## config.mk

```make
export PLATFORM = sky130hd
export DESIGN_NAME = spi_master_multi
export DESIGN_NICKNAME = d
export VERILOG_FILES = /design/src/rtl/spi_master_multi.sv
export SDC_FILE = /design/constraint.sdc
export NUM_CORES = 1
export LEC_CHECK = 0
export ABC_AREA = 1
export BUFFER_PORTS_ARGS = -buffer_cell sky130_fd_sc_hd__buf_2
export CAP_MARGIN = 30
export CORE_MARGIN = 1.5
export CORE_UTILIZATION = 64
export CTS_BUF_LIST = sky130_fd_sc_hd__clkbuf_4 sky130_fd_sc_hd__clkbuf_8 sky130_fd_sc_hd__clkbuf_16
export DETAILED_ROUTE_END_ITERATION = 10
export PLACE_DENSITY_LB_ADDON = 0.05
export RECOVER_POWER = 25
export SLEW_MARGIN = 10
export SYNTH_ARGS = -nofsm -noshare
export SYNTH_HDL_FRONTEND = slang
export SYNTH_SLANG_ARGS = --single-unit
```

## constraint.sdc

```tcl
create_clock -name clk_i -period 6.6 [get_ports clk_i]
set_clock_uncertainty 0.2 [all_clocks]
set_input_delay 0.66 -clock clk_i [delete_from_list [all_inputs] [get_ports clk_i]]
set_output_delay 0.66 -clock clk_i [all_outputs]
set_load 0.02 [all_outputs]
```

## src/rtl/spi_master_multi.sv

```systemverilog
// SPI master with per-request length, CPOL/CPHA, SCK divider and chip-select index.
// One request is taken in IDLE; captured MISO bits come back as a one-cycle response pulse.
module spi_master_multi #(
  parameter int unsigned MaxDataBits = 24,
  parameter int unsigned NumCs       = 2,
  parameter int unsigned ClkDivWidth = 8,
  parameter int unsigned LenWidth    = $clog2(MaxDataBits + 1),
  parameter int unsigned CsSelWidth  = (NumCs > 1) ? $clog2(NumCs) : 1
) (
  input  logic                   clk_i,
  input  logic                   rst_clk_i,
  input  logic                   req_valid_i,
  output logic                   req_ready_o,
  input  logic [MaxDataBits-1:0] req_data_i,
  input  logic [LenWidth-1:0]    req_len_i,
  input  logic [CsSelWidth-1:0]  req_cs_sel_i,
  input  logic                   req_cpol_i,
  input  logic                   req_cpha_i,
  input  logic [ClkDivWidth-1:0] req_clk_div_i,
  input  logic                   miso_i,
  output logic                   sck_o,
  output logic                   mosi_o,
  output logic [NumCs-1:0]       cs_n_o,
  output logic                   rsp_valid_o,
  output logic [MaxDataBits-1:0] rsp_data_o,
  output logic                   busy_o
);
  localparam int unsigned EdgeWidth = LenWidth + 1;

  typedef enum logic [2:0] {StIdle, StLoad, StSetup, StXfer, StHold, StGap} state_e;

  state_e                 state_q, state_d;
  logic [ClkDivWidth-1:0] div_q, div_d, cnt_q, cnt_d;
  logic [EdgeWidth-1:0]   edge_q, edge_d;
  logic [LenWidth-1:0]    len_q, len_d;
  logic [CsSelWidth-1:0]  cs_sel_q, cs_sel_d;
  logic                   cpol_q, cpol_d, cpha_q, cpha_d;
  logic [MaxDataBits-1:0] tx_q, tx_d, rx_q, rx_d, rsp_data_q, rsp_data_d;
  logic                   sck_q, sck_d, mosi_q, mosi_d, rsp_valid_q, rsp_valid_d;
  logic [NumCs-1:0]       cs_n_q, cs_n_d, cs_sel_n;

  logic [LenWidth-1:0]    req_len_clamped;
  logic [EdgeWidth-1:0]   edge_total;
  logic                   div_done, leading, last_edge;

  assign req_len_clamped = (req_len_i > LenWidth'(MaxDataBits)) ? LenWidth'(MaxDataBits)
                                                                 : req_len_i;
  assign div_done   = (cnt_q == div_q);
  assign leading    = (sck_q == cpol_q);
  assign edge_total = {len_q, 1'b0};
  assign last_edge  = (edge_q == edge_total - EdgeWidth'(1));

  // Out-of-range selects leave every chip select high.
  always_comb begin
    cs_sel_n = '1;
    for (int i = 0; i < int'(NumCs); i++) begin
      if (cs_sel_q == CsSelWidth'(i)) cs_sel_n[i] = 1'b0;
    end
  end

  always_comb begin
    state_d     = state_q;
    div_d       = div_q;
    cnt_d       = cnt_q;
    edge_d      = edge_q;
    len_d       = len_q;
    cs_sel_d    = cs_sel_q;
    cpol_d      = cpol_q;
    cpha_d      = cpha_q;
    tx_d        = tx_q;
    rx_d        = rx_q;
    rsp_data_d  = rsp_data_q;
    sck_d       = sck_q;
    mosi_d      = mosi_q;
    cs_n_d      = cs_n_q;
    rsp_valid_d = 1'b0;

    unique case (state_q)
      StIdle: begin
        if (req_valid_i) begin
          div_d    = req_clk_div_i;
          len_d    = req_len_clamped;
          cs_sel_d = req_cs_sel_i;
          cpol_d   = req_cpol_i;
          cpha_d   = req_cpha_i;
          sck_d    = req_cpol_i;
          // Left-align so the first bit out is always the shifter MSB.
          tx_d     = req_data_i << (LenWidth'(MaxDataBits) - req_len_clamped);
          rx_d     = '0;
          cnt_d    = '0;
          edge_d   = '0;
          state_d  = StLoad;
        end
      end
      StLoad: begin
        if (len_q == '0) begin
          rsp_valid_d = 1'b1;
          rsp_data_d  = rx_q;
          state_d     = StGap;
        end else begin
          cs_n_d  = cs_sel_n;
          state_d = StSetup;
          if (!cpha_q) begin
            mosi_d = tx_q[MaxDataBits-1];
            tx_d   = tx_q << 1;
          end
        end
      end
      StSetup: begin
        if (div_done) begin
          cnt_d   = '0;
          state_d = StXfer;
        end else begin
          cnt_d = cnt_q + ClkDivWidth'(1);
        end
      end
      StXfer: begin
        if (div_done) begin
          cnt_d  = '0;
          sck_d  = ~sck_q;
          edge_d = edge_q + EdgeWidth'(1);
          if (leading ^ cpha_q) begin
            rx_d = {rx_q[MaxDataBits-2:0], miso_i};
          end else if (!last_edge) begin
            mosi_d = tx_q[MaxDataBits-1];
            tx_d   = tx_q << 1;
          end
          if (last_edge) state_d = StHold;
        end else begin
          cnt_d = cnt_q + ClkDivWidth'(1);
        end
      end
      StHold: begin
        if (div_done) begin
          cnt_d       = '0;
          cs_n_d      = '1;
          rsp_valid_d = 1'b1;
          rsp_data_d  = rx_q;
          state_d     = StGap;
        end else begin
          cnt_d = cnt_q + ClkDivWidth'(1);
        end
      end
      StGap: begin
        if (div_done) begin
          cnt_d   = '0;
          mosi_d  = 1'b0;
          state_d = StIdle;
        end else begin
          cnt_d = cnt_q + ClkDivWidth'(1);
        end
      end
      default: state_d = StIdle;
    endcase
  end

  always_ff @(posedge clk_i or posedge rst_clk_i) begin
    if (rst_clk_i) begin
      state_q     <= StIdle;
      div_q       <= '0;
      cnt_q       <= '0;
      edge_q      <= '0;
      len_q       <= '0;
      cs_sel_q    <= '0;
      cpol_q      <= 1'b0;
      cpha_q      <= 1'b0;
      tx_q        <= '0;
      rx_q        <= '0;
      rsp_data_q  <= '0;
      sck_q       <= 1'b0;
      mosi_q      <= 1'b0;
      cs_n_q      <= '1;
      rsp_valid_q <= 1'b0;
    end else begin
      state_q     <= state_d;
      div_q       <= div_d;
      cnt_q       <= cnt_d;
      edge_q      <= edge_d;
      len_q       <= len_d;
      cs_sel_q    <= cs_sel_d;
      cpol_q      <= cpol_d;
      cpha_q      <= cpha_d;
      tx_q        <= tx_d;
      rx_q        <= rx_d;
      rsp_data_q  <= rsp_data_d;
      sck_q       <= sck_d;
      mosi_q      <= mosi_d;
      cs_n_q      <= cs_n_d;
      rsp_valid_q <= rsp_valid_d;
    end
  end

  assign req_ready_o = (state_q == StIdle);
  assign busy_o      = (state_q != StIdle);
  assign sck_o       = sck_q;
  assign mosi_o      = mosi_q;
  assign cs_n_o      = cs_n_q;
  assign rsp_valid_o = rsp_valid_q;
  assign rsp_data_o  = rsp_data_q;

endmodule

```

======== Word-level counts from Yosys, hierarchy flattened ========
Cells that the tools add are included.
storage, ports and cells
  bits in registers ....................... 110
  bits in latches ......................... 0
  RAM bits ................................ 0
  bits in read-only memories .............. 0
  input port bits ......................... 44
  output and inout bits ................... 31
  word-level logic and storage cells ...... 108
  memories kept ........................... 0
operators by class
  add/subtract/negate cells ............... 4
  $mul .................................... 0
  divide/modulo/power cells ............... 0
  $lt $le $gt $ge ......................... 1
  equality and inequality tests ........... 20
  shift operators ......................... 1
  muxes and demuxes ....................... 47
  bitwise logic cells ..................... 2
  reduce and logical (&&, ||, !) cells .... 18
operator list
  kind                   number
  $mux W24               11
  $pmux W24 S2           2
  $pmux W24 S3           1
  $ne A2 B2 Y1 const B   12
  $shl A24 B5 Y24        1
  $mux W3                7
  $pmux W3 S6            1
  $mux W8                2
  $pmux W8 S2            1
  $reduce_and A7 Y1      2
  $mux W1                12
  $mux W6                2
  $pmux W6 S2            1
  $reduce_and A3 Y1      3
  $reduce_bool A3 Y1     3
  $add A8 B1 Y8 const B  1
  $eq A8 B8 Y1           1
  $add A6 B1 Y6 const B  1
  $eq A3 B2 Y1 const B   2
  $eq A3 B3 Y1 const B   2
  $eq A6 B6 Y1           1
  $reduce_and A6 Y1      1
  $reduce_bool A2 Y1     3
  $sub A6 B1 Y6 const B  1
  other kinds (16)       19

======== Logic depth before layout (Yosys ltp) ========
Gate-level depths: netlist of run 1.
  depth after elaboration ................. 6
  depth in mapped cells ................... 16
  depth with buffers taken out ............ 14

======== Worst setup path before layout of run 1 ========
Ideal clock, no wire load.
  path kind ............................... input-to-reg
  from .................................... input req_len_i[0]
  to ...................................... register tx_q[9]
  setup time .............................. 0.065 ns
  arrival time ............................ 2.589 ns
  setup slack ............................. 3.746 ns
  stages on the path ...................... 12
  path buffers ............................ 3
  path through ............................ clkbuf_1 -> nand2_1 -> buf_2 -> ha_1 -> inv_1 -> buf_1 -> nand3_1 -> nor2_1 -> o21ai_0 -> o21ai_0 -> nand2_1 -> nand2_1
on the way
  word-level cells in the longest chain between the ends .. 6
RTL lines
  element                 RTL line  source
  start: declaration      15        input logic [LenWidth-1:0] req_len_i,
  $gt A5 B5 Y1            46        assign req_len_clamped = (req_len_i > LenWidth'(MaxDataBits)) ? LenWidth'(MaxDataBits)
  $mux W5 (*)             46
  $sub A5 B5 Y5 (*)       88        tx_d = req_data_i << (LenWidth'(MaxDataBits) - req_len_clamped);
  $shl A24 B5 Y24 (*)     88
  $mux W24 (*)            80        if (req_valid_i) begin
  $pmux W24 S3 (*)        78        unique case (state_q)
  end signal: assignment  183       tx_q <= tx_d;
  end: declaration        38        logic [MaxDataBits-1:0] tx_q, tx_d, rx_q, rx_d, rsp_data_q, rsp_data_d;
Every way passes the cells marked *; elsewhere a longest branch is shown, timed or not. The select of a mux whose other input is x is not followed.
A chain may end at the register's enable or synchronous reset.

======== Worst setup path after layout of run 1 ========
  from .................................... input req_len_i[4]
  to ...................................... register tx_q[16]
Same word-level chain as after synthesis.

==> results of run 1 <==
==> registers in the layout, indices dropped and copies added, names as in the netlist, 3 cells and up <==
register and count:
rsp_data_o 24, state_q 3, rx_q 24, div_q 8, tx_q 24, edge_q 6
cnt_q 8, len_q 5
==> synth_stat cells (2+ instances only) <==
| library cell | number | area (um2) |
|---|---|---|
| a21oi_1 | 42 | 210 |
| nand2_2 | 3 | 18.8 |
| or2_2 | 5 | 31.3 |
| nand4_1 | 4 | 25.0 |
| o21ai_1 | 4 | 20.0 |
| nor2_1 | 64 | 240 |
| buf_1 | 2 | 7.51 |
| dfrtp_1 | 108 | 2700 |
| buf_4 | 6 | 45.0 |
| o31ai_1 | 2 | 15.0 |
| nor2_8 | 2 | 40.0 |
| dfstp_2 | 2 | 52.6 |
| o21ai_0 | 41 | 205 |
| clkbuf_1 | 15 | 56.3 |
| o22ai_1 | 25 | 156 |
| buf_2 | 14 | 70.1 |
| inv_1 | 93 | 349 |
| nand2_4 | 3 | 33.8 |
| nand2_1 | 263 | 987 |
| nand3_1 | 150 | 751 |
| xnor2_1 | 6 | 52.6 |
| nor3_1 | 6 | 30.0 |
| buf_6 | 2 | 22.5 |
| o21a_1 | 2 | 15.0 |
| inv_2 | 12 | 45.0 |
| xor2_1 | 4 | 35.0 |
| ha_1 | 4 | 50.1 |
| nor2_2 | 2 | 12.5 |
==> cell usage in the layout, fill, tap and decap left out, drive strengths merged <==
master / netlist / routed
nand2: 269 / 269
nand3: 151 / 151
dfrtp: 108 / 108
inv: 105 / 106
nor2: 69 / 69
buf: 24 / 65
o21ai: 46 / 46
a21oi: 43 / 43
o22ai: 25 / 25
clkbuf: 15 / 23
xnor2: 6 / 6
nor3: 6 / 6
or2: 5 / 5
xor2: 4 / 4
nand4: 4 / 4
ha: 4 / 4
o31ai: 2 / 2
o21a: 2 / 2
dfstp: 2 / 2
clkinvlp: 0 / 2
clkinv: 1 / 1
nor4: 1 / 1
a21boi: 1 / 1
a31oi: 1 / 1
o21bai: 1 / 1
mux2i: 1 / 1
bufinv: 0 / 1
==> critical path, cell delays in order <==
cell and delay (ps):
buf_2 120, nand2_2 350, nand2_1 640, ha_1 460
inv_1 80, nand3_1 70, nand2_1 640, inv_1 580
nor2_1 250, nand2_1 90, o21ai_0 170, inv_1 50
nand2_1 60, nand3_1 70, nand2_1 70
==> cell type report <==
cell class	count	area, um2	share of cell area [%]
well taps	133	166	2.41
clock buffers	11	139	2.01
clock inverters	4	55.1	0.797
flip-flops and latches	110	2760	39.9
repair buffers	77	378	5.47
multi-input cells	641	3010	43.6
inverters	106	400	5.80
==> worst paths after layout <==
kind,slack [ps],endpoint
setup reg to reg,4020,rx_q[17]
setup / recovery,2320,tx_q[16]
min in group asynchronous,660,tx_q[8]
hold / removal,280,div_q[4]
max in group asynchronous,4020,rsp_data_o[20]
hold reg to reg,280,tx_q[8]
==> per-layer routing <==
metal | vias up | track usage [%] | routed length [um]
li1 | 2993 | - | -
met4 | 0 | 10.8 | 305
met5 | - | 0 | 0
met2 | 182 | 52.3 | 7350
met3 | 28 | 4.00 | 669
met1 | 2855 | 37.2 | 6510
==> cells by family (layout without fill, tap and decap cells) <==
group | Yosys count | count (layout) | share of synthesized area (%)
simple gates | 505 | 505 | 34.5
buf+inv | 145 | 198 | 9.43
compound gates | 121 | 121 | 10.5
flops | 110 | 110 | 43.3
xor+xnor | 10 | 10 | 1.38
fa+ha+maj | 4 | 4 | 0.786
mux | 1 | 1 | 0.157
==> power breakdown <==
group / switching, mW / internal [mW] / total (mW)
clock network: 0.222 / 0.185 / 0.407
registers: 0.142 / 0.890 / 1.03
logic: 0.866 / 0.402 / 1.27
total: 1.23 / 1.48 / 2.71
==> reports/results.txt, run 1 <==
run status: finished with violations
failing checks: capacitance limit, slew limit
detailed placer's ending HPWL: 10.8 mm
CTS Buffer Depth: 2
port bufs: 74
Final Cycle Share: 64.8%
Site Rows: 36
clock root cell: clkbuf_8
Antenna Cells: 0
VDD IR-drop max: 212 uV
crit path launch: req_len_i[4]
number of max-cap violations: 1
pre-CTS setup slack: 2050 ps
final setup fails: 0
largest net degree at the start of global routing: 61
Critical R2R Launch: state_q[2]
DR pass1 iterations: 5
Ys Warns: 0
fin crit period: 4280 ps
Vias/cell: 5.60
Non-Filler Instances: 1082
Design Area, Final: 6910 um2
DRC Markers: 0
# IOs: 75
# H-tree levels: 3
fmax: 234 MHz
Core Region: 9730 um2
number of CTS-inserted buffers: 9
final worst slack: 2320 ps
Final Max Tran Viols: 52
pin slew with the least headroom to its limit: 2200 ps
fraction of registers with async set/reset: 100%
hold path depth: 3
CTS tree: yes
slew margin rel.: -47.8%
initial DRC count: 386
vias in the first global route: 5467
hold slack final: 276 ps
Area Growth Syn to Fin: 8.45%
die area: 10600 um2
layout cells sized above 1: 12.1%
Placed Instances: 1067
CTS clk-pin slew, worst paths: 100 ps
Synthesized Nets: 944
GRT overflow: 0
Filler cells: 817
Mapped Area: 6370 um2
FF-to-FF path depth: 10
first-pass GRT wire length: 24.7 mm
Setup crit start kind: primary input
number of nets in the layout: 993
worst skew pair latency: 380 ps
Post-CTS Resized: 0
Sink Count: 110
critical path arrival: 4390 ps
Mapped Cells: 896
post-synthesis cell type count: 38
LEAKAGE: 3.59 nW
Design Power: 2.71 mW
GRT Resource Usage Total: 29.6%
Starting Density: 65.5%
WL per Instance: 13.7 um
post-route ant nets: 0
ys flop type: dfrtp_1
Post-CTS Hold Fix Bufs: 0
min-delay src: req_clk_div_i[4]
pwr/cell area: 392 nW/um2
GP Congestion: 0.964
Synth Register Bits: 110
critical path peak fanout: 27
Worst setup EP type: flop
fin util: 71.0%
Die H: 103 um
crit path kind: primary input to flop
postcts setup bufs: 0
placed cell area: 6730 um2
Die X: 103 um
initial antenna violation count: 0
Post-Route WL: 14.8 mm
number of flops mapped to enable cells by yosys: 0
RSZ-0062 raised after global routing: no
syn avg cell area: 7.11 um2
part of the Yosys area used for sequential elements: 43.3%
via count: 6058
WP data required: 6710 ps
setup TNS: 0 ps
Final Hold Vio Count: 0
Worst Hold Class: primary input to flop
No activity file was read; power rests on OpenSTA's default activity.
==> run 2, diff against run 1 <==
CORE_UTILIZATION = 59   (was 64)
clock period = 4.3 ns   (was 6.6 ns; I/O delays follow)
==> run 2 against run 1 <==
  * The flow still finishes with violations (capacitance limit, slew limit)
  * Non-clock buffer count up 5
  * Critical path depth down 1
  * Cell count up 0.83%
  * Final area up 1.1%
  * Die area up 8.2%
  * Critical path type unchanged
  * Count of clock-buffer cells in the layout down 1
==> reports/results.txt, run 2 (synthesis gave the netlist of run 1 again) <==
FF-to-FF path depth: 10 (unchanged)
detailed placer's ending HPWL: 10.8 mm (-0.78%)
critical path peak fanout: 27 (unchanged)
GP Congestion: 0.920 (-4.5%)
hold slack final: 39.9 ps (-236 ps)
Die X: 107 um (+4.0%)
vias in the first global route: 5669 (+3.7%)
worst skew pair latency: 380 ps (about the same)
Die H: 107 um (+4.0%)
Design Power: 4.22 mW (+56%)
die area: 11400 um2 (+8.2%)
setup TNS: 0 ps (unchanged)
port bufs: 74 (unchanged)
R2R Setup Slk: 1510 ps (-2510 ps)
RSZ-0062 raised after global routing: no
final setup fails: 0 (unchanged)
most frequent cells in the layout: nand2_1, nand3_1, dfrtp_1
fmax: 340 MHz
Critical R2R Launch: state_q[2]
initial DRC count: 348 (-9.8%)
clock root cell: clkbuf_8
end point of the critical path: tx_q[12]
Setup crit start kind: primary input
crit path kind: primary input to flop
DR pass1 iterations: 7 (+2)
post-route ant nets: 0 (unchanged)
Post-Route WL: 14.9 mm (+0.24%)
Vias/cell: 5.52 (-1.4%)
slew margin rel.: -42.2% (+5.6 points)
pin slew with the least headroom to its limit: 2120 ps (-83.9 ps)
via count: 6023 (-0.58%)
Site Rows: 37 (+2.8%)
WP data required: 4420 ps (-2290 ps)
Sink Count: 110 (unchanged)
pwr/cell area: 604 nW/um2 (+54%)
reg2reg end: rx_q[9]
Core Region: 10400 um2 (+7.1%)
number of CTS-inserted buffers: 9 (unchanged)
# H-tree levels: 3 (unchanged)
VDD IR-drop max: 355 uV (+67%)
Starting Density: 61.1% (-4.3 points)
# IOs: 75 (unchanged)
most common cell after layout, fill and taps aside: nand2_1
DRC Markers: 0 (unchanged)
Final Max Tran Viols: 51 (-1.9%)
CTS Buffer Depth: 2 (unchanged)
LEAKAGE: 3.63 nW (+1.0%)
layout cells sized above 1: 12.4% (+0.24 points)
Final Hold Vio Count: 0 (unchanged)
fin crit period: 2940 ps
initial antenna violation count: 0 (unchanged)
Worst setup EP type: flop
WL per Instance: 13.6 um (-0.59%)
Worst Hold Class: primary input to flop
first-pass GRT wire length: 25.3 mm (+2.3%)
CTS clk-pin slew, worst paths: 100 ps (about the same)
GRT overflow: 0 (unchanged)
GRT Resource Usage Total: 27.4% (-2.1 points)
number of nets in the layout: 998 (+0.50%)
run status: finished with violations
CTS tree: yes
number of max-cap violations: 1 (unchanged)
crit path launch: req_len_i[4]
Area Growth Syn to Fin: 9.59%
failing checks: capacitance limit, slew limit
critical path arrival: 3060 ps (-1330 ps)
Antenna Cells: 0 (unchanged)
Final Cycle Share: 68.3%
largest net degree at the start of global routing: 51 (-16%)
min-delay src: req_clk_div_i[4]
==> run 2: cell types whose count changed in the layout (fill, tap and decap cells not counted), sizes merged <==
cell and delta:
buf +2, clkinv +2, bufinv +1, clkbuf +1, clkinvlp -1, dlygate4sd3 +1
==> run 2: per-stage QoR <==
| stage | setup slack (ps) | instances | util, % | area (um2) |
|---|---|---|---|---|
| global placement | 1070 | 1074 | 64.9 | 6760 |
| floorplan | 771 | 896 | - | 6370 |
| CTS | 1410 | 1091 | 67.2 | 7000 |
| detailed placement | 998 | 1074 | 64.9 | 6760 |
| global route | 1060 | 1091 | 67.0 | 6980 |
| finish | 1360 | 1091 | 67.0 | 6980 |
==> run 2: critical path: stages <==
cell and delay [ps]:
buf_2 130, nand2_2 360, nand2_1 140, ha_1 310, buf_4 210, inv_1 550, nand3_1 190, nand2_1 110
nand2_1 70, nand3_1 120, nand2_1 70, o21ai_0 230, nand2_1 80, nand2_1 60
==> run 2: area by class of cell <==
| type | count | area (um2) |
|---|---|---|
| Inverter | 106 | 400 |
| Timing Repair Buffer | 82 | 415 |
| Multi-Input combinational cell | 641 | 3010 |
| Clock buffer | 10 | 131 |
| Clock inverter | 6 | 93.8 |
| Sequential cell | 110 | 2760 |
| Tap cell | 136 | 170 |
| Fill cell | 975 | 3440 |
==> run 2: how the worst min path moves through the flow <==
stage	endpoint	slack, ps	cells past startpoint
2_1_floorplan	tx_q[15]	240	2
3_3_place_gp	tx_q[18]	260	2
3_5_place_dp	tx_q[3]	260	2
4_1_cts	div_q[4]	30	3
5_1_grt	div_q[4]	40	3
6_report	div_q[4]	40	3
==> run 2: metal layers <==
metal  GRT usage [%]  share of wire [%]
met5               0                  0
met4            9.71                2.3
met3            5.05                4.5
met2            47.1                 49
met1            34.7                 44
==> run 2: what timing repair did <==
action,CTS,global route
buffers inserted,0,0
hold buffers,1,0
resized for setup,0,0
endpoints found under the hold margin,46,0
==> run 2: where the power goes <==
part	total, mW	switching [mW]	internal [mW]
combinational	1.95	1.33	0.618
sequential	1.58	0.215	1.37
clock	0.692	0.351	0.341
==> run 3, diff against run 2 <==
clock period = 2.99 ns   (was 4.3 ns; I/O delays follow)
==> run 3 against run 2 <==
  * The flow now finishes without violations
  * Register-to-register slack got worse by 1100 ps
  * Largest cell class unchanged
  * Final area rose by 1.5%
  * Die area unchanged
  * Setup slack worse by 1100 ps
  * Worst hold slack got worse by 28 ps
  * First-iteration DRC count up 22%
  * Highest routed layer unchanged
  * Critical path type unchanged
  * Clock power is 22% higher
  * Total power up 41%
  * Largest power group unchanged
  * Non-clock buffer count is 17 higher
  * Wire length is 3.1% higher
  * Cell count rose by 1.6%
==> reports/results.txt, run 3 (synthesis gave the netlist of run 1 again) <==
run status: completed
VDD IR-drop max: 505 uV (+42%)
number of nets in the layout: 1015 (+1.7%)
R2R Setup Slk: 440 ps (-1070 ps)
detailed placer's ending HPWL: 11.2 mm (+4.6%)
Die X: 107 um (unchanged)
clock root cell: clkbuf_8
Crit path largest cell delay: 540 ps (about the same)
post-route ant nets: 0 (unchanged)
register area: 2760 um2 (unchanged)
CP max stage cell: dlygate4sd3_1
Vias/cell: 5.49 (-0.55%)
CTS Buffer Depth: 2 (unchanged)
via count: 6083 (+1.0%)
postcts setup bufs: 0 (unchanged)
critical path arrival: 2790 ps (-270 ps)
crit path kind: primary input to flop
Worst Hold Class: primary input to flop
slew margin rel.: 16.7% (+59 points)
Sw Pwr: 2.75 mW (+45%)
DRC Markers: 0 (unchanged)
most common cell after layout, fill and taps aside: nand2_1
vias in the first global route: 5828 (+2.8%)
initial antenna violation count: 0 (unchanged)
Site Rows: 37 (unchanged)
setup TNS: 0 ps (unchanged)
DR pass1 iterations: 5 (-2)
Die H: 107 um (unchanged)
Net Sw Frac: 46.3% (+1.4 points)
layout cells sized above 1: 11.4% (-0.94 points)
WP data required: 3060 ps (-1360 ps)
critical path peak fanout: 22 (-19%)
fmax: 367 MHz
Power Internal: 3.20 mW (+38%)
most frequent CP cell: nand2_1
pin slew with the least headroom to its limit: 1250 ps (-872 ps)
number of max-cap violations: 0 (-1)
Final Max Tran Viols: 0 (-100%)
combinational fraction of design power: 47.4% (+1.3 points)
# IOs: 75 (unchanged)
GP Congestion: 0.920 (unchanged)
worst path cell trace: dlygate4sd3_1 > buf_2 > nand2_2 > nand2_1 > ha_1 > nand2_1 > nand2_1 > inv_1 > nand3_1 > nand3_1 > nor2_1 > nor2_1 > nand2_1 > nand2_1 > nand2_1
Sink Count: 110 (unchanged)
Worst setup EP type: flop
# H-tree levels: 3 (unchanged)
Starting Density: 61.1% (unchanged)
port bufs: 74 (unchanged)
CTS tree: yes
WL per Instance: 13.8 um (+1.6%)
fin crit period: 2730 ps
part of the power in registers: 38.4% (+0.9 points)
Core Region: 10400 um2 (unchanged)
die area: 11400 um2 (unchanged)
Post-Route WL: 15.3 mm (+3.1%)
first-pass GRT wire length: 26.2 mm (+3.7%)
most frequent cells in the layout: nand2_1, nand3_1, dfrtp_1
multi-input logic area: 3010 um2 (unchanged)
number of CTS-inserted buffers: 9 (unchanged)
worst skew pair latency: 370 ps (about the same)
Antenna Cells: 0 (unchanged)
Clock Power Share: 14.2% (-2.2 points)
LEAKAGE: 3.63 nW (+0.18%)
Filler cells: 917 (-5.9%)
RSZ-0062 raised after global routing: no
Setup crit start kind: primary input
final setup fails: 0 (unchanged)
GRT overflow: 0 (unchanged)
Final Cycle Share: 91.2%
Final Hold Vio Count: 0 (unchanged)
pwr/cell area: 840 nW/um2 (+39%)
GRT Resource Usage Total: 28.4% (+0.99 points)
hold slack final: 11.6 ps (-28.3 ps)
Area Growth Syn to Fin: 11.3%
initial DRC count: 424 (+22%)
largest net degree at the start of global routing: 96 (+88%)
CTS clk-pin slew, worst paths: 100 ps (about the same)
## run 3: cell types whose count changed in the layout (fill, tap and decap cells not counted), moves of 2 or more
cell and delta:
clkinvlp_4 +2, dlygate4sd3_1 +12, clkbuf_1 +13, buf_2 -13, bufinv_16 -2, buf_4 +4
## run 3: worst max-delay path: cells and delay by family
kind	cells	cell delay, ps
buffers and inverters	3	1180
adders and majority gates	1	220
and+or+nand+nor	11	1080
## run 3: through the flow
stage	worst slack (ps)	instances	total power, mW	instance area (um2)	utilization (%)
after floorplan	497	896	4.44	6370	-
after global placement	492	1079	5.03	6810	65.4
after detailed placement	422	1079	5.15	6810	65.4
after CTS	267	1108	6.02	7130	68.5
after global routing	83.3	1108	6.45	7090	68.0
final	264	1108	5.95	7090	68.0
## run 3: final timing paths
check | from | cells past startpoint | endpoint
min | miso_i | 3 | rx_q[0]
max reg2reg | state_q[0] | 11 | tx_q[20]
max | req_len_i[4] | 15 | tx_q[22]
min in group asynchronous | rst_clk_i | 3 | div_q[0]
min reg2reg | tx_q[16] | 2 | tx_q[16]
max in group asynchronous | rst_clk_i | 4 | tx_q[8]
## run 3: power groups by stage
stage / logic [mW] / registers [mW] / clock network (mW)
floorplan: 1.96 / 2.48 / 0
global placement: 2.74 / 2.29 / 0
detailed placement: 2.84 / 2.31 / 0
CTS: 2.87 / 2.28 / 0.868
global route: 3.19 / 2.35 / 0.917
finish: 2.82 / 2.29 / 0.843
## run 3: timing repair
action / 4_1_cts / 5_1_grt
endpoints found under the hold margin: 27 / 0
endpoints found under the setup margin: 0 / 1
gates resized for setup: 0 / 1
hold buffers: 13 / 0
## run 3: cell type report
type	count	area share (%)
clock buffer	11	2.05
clock inverter	5	0.600
inverter	106	5.70
multi-input combinational	641	42.5
sequential	110	38.9
tap	136	2.40
timing repair buffer	99	7.86
## run 3: routing by layer
| metal | track usage [%] | vias up | routed length [um] |
|---|---|---|---|
| li1 | - | 3031 | - |
| met1 | 35.6 | 2865 | 6660 |
| met2 | 50.0 | 158 | 7730 |
| met3 | 4.32 | 29 | 545 |
| met4 | 9.81 | 0 | 401 |
| met5 | 0 | - | 0 |
